[src/rtl/rx_frame_router.sv]
// rx_frame_router: parses header/length/payload byte frames and forwards payload bytes to the weight or data FIFO.
// Define RX_FRAME_ROUTER_CHECKSUM_EN to append and verify an 8-bit payload sum byte.
module rx_frame_router #(
  parameter int W_DATA = 8,
  parameter int MAX_LEN = 512,
  parameter int TIMEOUT_CYC = 100000,
  parameter logic [W_DATA-1:0] HDR_WEIGHT = 8'hA1,
  parameter logic [W_DATA-1:0] HDR_DATA = 8'hA2
) (
  input  logic              i_clk,
  input  logic              i_rst,
  input  logic              i_rx_dv,
  input  logic [W_DATA-1:0] i_rx_byte,
  output logic              o_rx_dv,
  output logic [W_DATA-1:0] o_data,
  output logic              o_fifo_sel_1,
  output logic              o_fifo_sel_2,
  output logic              o_busy,
  output logic              o_frame_done,
  output logic              o_frame_err
);
  localparam int CW = $clog2(MAX_LEN + 1);
  localparam int TW = $clog2(TIMEOUT_CYC + 1);
  typedef enum logic [2:0] {
    IDLE,
    LEN_HI,
    LEN_LO,
`ifdef RX_FRAME_ROUTER_CHECKSUM_EN
    CHK,
`endif
    PAYLOAD
  } state_t;
  state_t state;
  logic [7:0] len_hi;
  logic [15:0] len;
  logic [CW-1:0] cnt;
  logic [TW-1:0] tcnt;
  logic hdr_w, hdr_d, timeout;
`ifdef RX_FRAME_ROUTER_CHECKSUM_EN
  logic [7:0] sum;
`endif
  assign len = {len_hi, i_rx_byte[7:0]};
  assign hdr_w = i_rx_byte == HDR_WEIGHT;
  assign hdr_d = i_rx_byte == HDR_DATA;
  assign timeout = state != IDLE && !i_rx_dv && tcnt == TW'(TIMEOUT_CYC - 1);
  assign o_busy = state != IDLE;
  always_ff @(posedge i_clk or posedge i_rst) begin
    if (i_rst) begin
      state <= IDLE;
      len_hi <= '0;
      cnt <= '0;
      tcnt <= '0;
      o_rx_dv <= 1'b0;
      o_data <= '0;
      o_fifo_sel_1 <= 1'b0;
      o_fifo_sel_2 <= 1'b0;
      o_frame_done <= 1'b0;
      o_frame_err <= 1'b0;
`ifdef RX_FRAME_ROUTER_CHECKSUM_EN
      sum <= '0;
`endif
    end else begin
      o_rx_dv <= 1'b0;
      o_frame_done <= 1'b0;
      o_frame_err <= 1'b0;
      tcnt <= (state == IDLE || i_rx_dv || timeout) ? '0 : tcnt + 1'b1;
      if (timeout) begin
        o_frame_err <= 1'b1;
        o_fifo_sel_1 <= 1'b0;
        o_fifo_sel_2 <= 1'b0;
        state <= IDLE;
      end else begin
        case (state)
          IDLE: begin
            // sel drops here, one cycle after a frame's final payload strobe, unless a new header arrives
            o_fifo_sel_1 <= i_rx_dv && hdr_w;
            o_fifo_sel_2 <= i_rx_dv && hdr_d;
            if (i_rx_dv && (hdr_w || hdr_d)) begin
              state <= LEN_HI;
`ifdef RX_FRAME_ROUTER_CHECKSUM_EN
              sum <= '0;
`endif
            end
          end
          LEN_HI: if (i_rx_dv) begin
            len_hi <= i_rx_byte[7:0];
            state <= LEN_LO;
          end
          LEN_LO: if (i_rx_dv) begin
            if (len == 16'd0 || len > 16'(MAX_LEN)) begin
              o_frame_done <= len == 16'd0;
              o_frame_err <= len != 16'd0;
              o_fifo_sel_1 <= 1'b0;
              o_fifo_sel_2 <= 1'b0;
              state <= IDLE;
            end else begin
              cnt <= CW'(len);
              state <= PAYLOAD;
            end
          end
          PAYLOAD: if (i_rx_dv) begin
            o_rx_dv <= 1'b1;
            o_data <= i_rx_byte;
            cnt <= cnt - 1'b1;
`ifdef RX_FRAME_ROUTER_CHECKSUM_EN
            sum <= sum + i_rx_byte[7:0];
            if (cnt == CW'(1)) state <= CHK;
`else
            if (cnt == CW'(1)) begin
              o_frame_done <= 1'b1;
              state <= IDLE;
            end
`endif
          end
`ifdef RX_FRAME_ROUTER_CHECKSUM_EN
          CHK: if (i_rx_dv) begin
            o_frame_done <= i_rx_byte[7:0] == sum;
            o_frame_err <= i_rx_byte[7:0] != sum;
            o_fifo_sel_1 <= 1'b0;
            o_fifo_sel_2 <= 1'b0;
            state <= IDLE;
          end
`endif
          default: state <= IDLE;
        endcase
      end
    end
  end
endmodule

[config.mk]
export PLATFORM = sky130hd
export DESIGN_NAME = rx_frame_router
export DESIGN_NICKNAME = d
export VERILOG_FILES = /design/src/rtl/rx_frame_router.sv
export SDC_FILE = /design/constraint.sdc
export NUM_CORES = 1
export LEC_CHECK = 0
export ABC_AREA = 1
export ABC_CLOCK_PERIOD_IN_PS = 4150
export CAP_MARGIN = 20
export CORE_UTILIZATION = 62
export DETAILED_ROUTE_END_ITERATION = 8
export PLACE_DENSITY = 0.9
export SYNTH_ARGS = -nofsm -noshare
export SYNTH_HDL_FRONTEND = slang
export SYNTH_SLANG_ARGS = --single-unit
[constraint.sdc]
create_clock -name i_clk -period 4.15 [get_ports i_clk]
set_clock_uncertainty 0.05 [all_clocks]
set_input_delay 1.245 -clock i_clk [delete_from_list [all_inputs] [get_ports i_clk]]
set_output_delay 1.245 -clock i_clk [all_outputs]
set_load 0.01 [all_outputs]
==> impl_metrics.yaml <==
logic_synthesis:
  syn-instance-count: 370
  synth_cell_types: 32
  syn_area_um2: 2761
  synth.net_count: 384
  ys_seq_area_share_pct: 45.31
  ys_ff_latch: 50
  postSynthAreaPerCell_um2: 7.463
  yosys_warnings: 0
floorplanning:
  die_w_um: 68.74
  die-area_um2: 4725
  coreArea_um2: 4144
  die_h_um: 68.74
  io_pins: 25
  start_util_pct: 66.64
  std_cell_rows: 23
setup_path:
  crit_type: "reg -> out"
  path_buf_inv: 2
  setup.worst_path.start_class: "flip-flop"
  path_cells: "nor2_1, inv_1, clkdlybuf4s50_1"
  crit_arrival_ns: 1.71
  slowest_stage: "clkdlybuf4s50_1"
  critPathTopFamily: "buffers and inverters"
  worstPathRequired_ns: 2.85
  crit_path_max_fanout: 7
  crit_path_max_incr_delay_ns: 0.51
  cp-end-kind: "output pin"
place:
  dp_hpwl_mm: 4.479
  port_buffers: 24
  dpl-instance-area_um2: 3022
  gp_congestion: 0.9994
global_route:
  grt_pass1_wl_mm: 10.28
  grt_pass1_vias: 2333
  grt_usage_pct: 30.28
  grt_max_degree: 51
  grt-ovfl-total: 0
  antenna_found_initial: 0
detailed_routing:
  dr.pass1.iters: 4
  drt.antenna.violating_nets: 0
  drcViolationCount: 0
  drtIter0Drc: 129
  top_layer: "met4"
  routed_wl_mm: 6.138
  wl_met2_mm: 3.128
  met1_length_mm: 2.593
  via_per_inst: 5.492
  num_vias: 2455
  dr_wl_met3_um: 257
  wire_per_inst_um: 13.73
run:
  drv_cap: 0
clock_tree:
  clock-root-buffer: "clkbuf_8"
  clk_latency_ns: 0.31
  clock_sinks: 50
  clk_transition_reported_paths_ns: 0.10
  numCtsBuffers: 5
  tritoncts: "done"
  holdBufCountCts: 0
  htreeDepth: 2
  postCtsSetupBuffers: 0
  cts_resized: 0
  clk_path_buf_depth: 2
timing:
  setup_tns_ns: 0
  slew_viol_final: 0
  setup_violations: 0
  fmax_mhz: 333.0
  rsz0062_at_grt: "false"
  period_needed_ns: 3.003
  finalCritPeriodShare_pct: 72.35
  finalHoldViolations: 0
  hold-worst-slack_ns: 0.4243
  tightest_slew_ns: 0.5646
  slew_headroom_pct: 62.26
power_and_ir_drop:
  cellLeakagePower_uw: 0.001472
  power.ir.vdd_worst_mv: 0.4193
  power_density_nw_per_um2: 575.9
final_layout:
  nNetsFinal: 410
  final_common_cell: "nand2_1"
  drive_gt1_share_pct: 9.572
  area_delta_synth_final_pct: 14.27
  postLayoutCellArea_um2: 3156
  layout_common_cells: "102 x nand2_1, 50 x dfrtp_1, 43 x nor2_1, 36 x inv_1, 32 x nand3_1"
  regArea_um2: 1251
  diodes: 0
  fill_cells: 296
  multi_input_area_um2: 1295
worst_hold_path:
  hp-class: "reg -> reg"
outcome:
  outcome: "completed"
==> worst paths after layout <==
check	from	end	slack, ns	depth (start not counted)
setup / recovery	state[0]	o_busy	1.15	3
hold / removal	tcnt[0]	tcnt[0]	0.42	1
setup reg to reg	cnt[0]	cnt[6]	2.34	10
hold reg to reg	tcnt[0]	tcnt[0]	0.42	1
max in group asynchronous	i_rst	tcnt[13]	2.50	3
min in group asynchronous	i_rst	tcnt[0]	1.08	2
==> cell usage after synthesis, drive strengths merged <==
cell type / n / area [um2]
nor2: 50 / 215.2
a31oi: 1 / 6.260
o22ai: 1 / 6.260
buf: 6 / 42.54
o21a: 2 / 15.01
xor2: 3 / 26.28
inv: 44 / 165.2
dfrtp: 50 / 1251
clkinv: 2 / 7.510
nand4: 6 / 37.54
o31ai: 1 / 7.510
o21ai: 32 / 167.7
xnor2: 1 / 8.760
nor3b: 1 / 7.510
a21oi: 9 / 45.04
nand3b: 1 / 7.510
ha: 3 / 37.54
nand3: 32 / 160.2
or2: 2 / 12.52
nand2: 112 / 469.2
nor3: 11 / 65.06
==> metal layers <==
metal  vias to the layer above  global-route usage, %
met5                         -                      0
met4                         0                  13.52
met3                        17                  6.250
met2                        58                  54.04
met1                      1149                  34.75
li1                       1231                      -
==> logic make-up (layout without fill, tap and decap cells) <==
group	count (synthesis)	in the layout	synth area share (%)
AOI/OAI and AO/OA	46	46	8.972
xor gates and xnor gates	4	4	1.269
adders and majority gates	3	3	1.359
buffers and inverters	52	79	7.794
DFF	50	50	45.31
and+or+nand+nor	215	215	35.30
==> power by group <==
group          internal, uW  total [uW]  leakage, uW  switching (uW)
registers               621         746     0.000658             125
logic                   282         721     0.000764             439
clock network           179         350    0.0000504             170
total                  1080        1820      0.00147             735
==> flip-flops by register name, indices dropped and copies added, names as in the netlist <==
register / cells
tcnt: 17
cnt: 10
len_hi: 8
o_data: 8
state: 2
o_fifo_sel_1: 1
o_fifo_sel_2: 1
o_frame_done: 1
o_frame_err: 1
o_rx_dv: 1
==> metrics by stage <==
step	power [uW]	setup slack, ns	util (%)	cells
2_1_floorplan	1233	1.654	-	370
3_3_place_gp	1422	1.353	72.92	438
3_5_place_dp	1457	1.292	72.92	438
4_1_cts	1811	1.157	75.66	446
5_1_grt	1955	1.050	76.15	447
6_report	1817	1.147	76.15	447
==> area by class of cell <==
| cell class | instances | share of cell area (%) |
|---|---|---|
| clock buffers | 5 | 2.181 |
| clock inverters | 3 | 1.427 |
| inverters | 46 | 5.472 |
| multi-input cells | 268 | 41.04 |
| flip-flops and latches | 50 | 39.65 |
| well taps | 50 | 1.983 |
| repair buffers | 25 | 8.247 |
(Power assumes the default switching activity.)
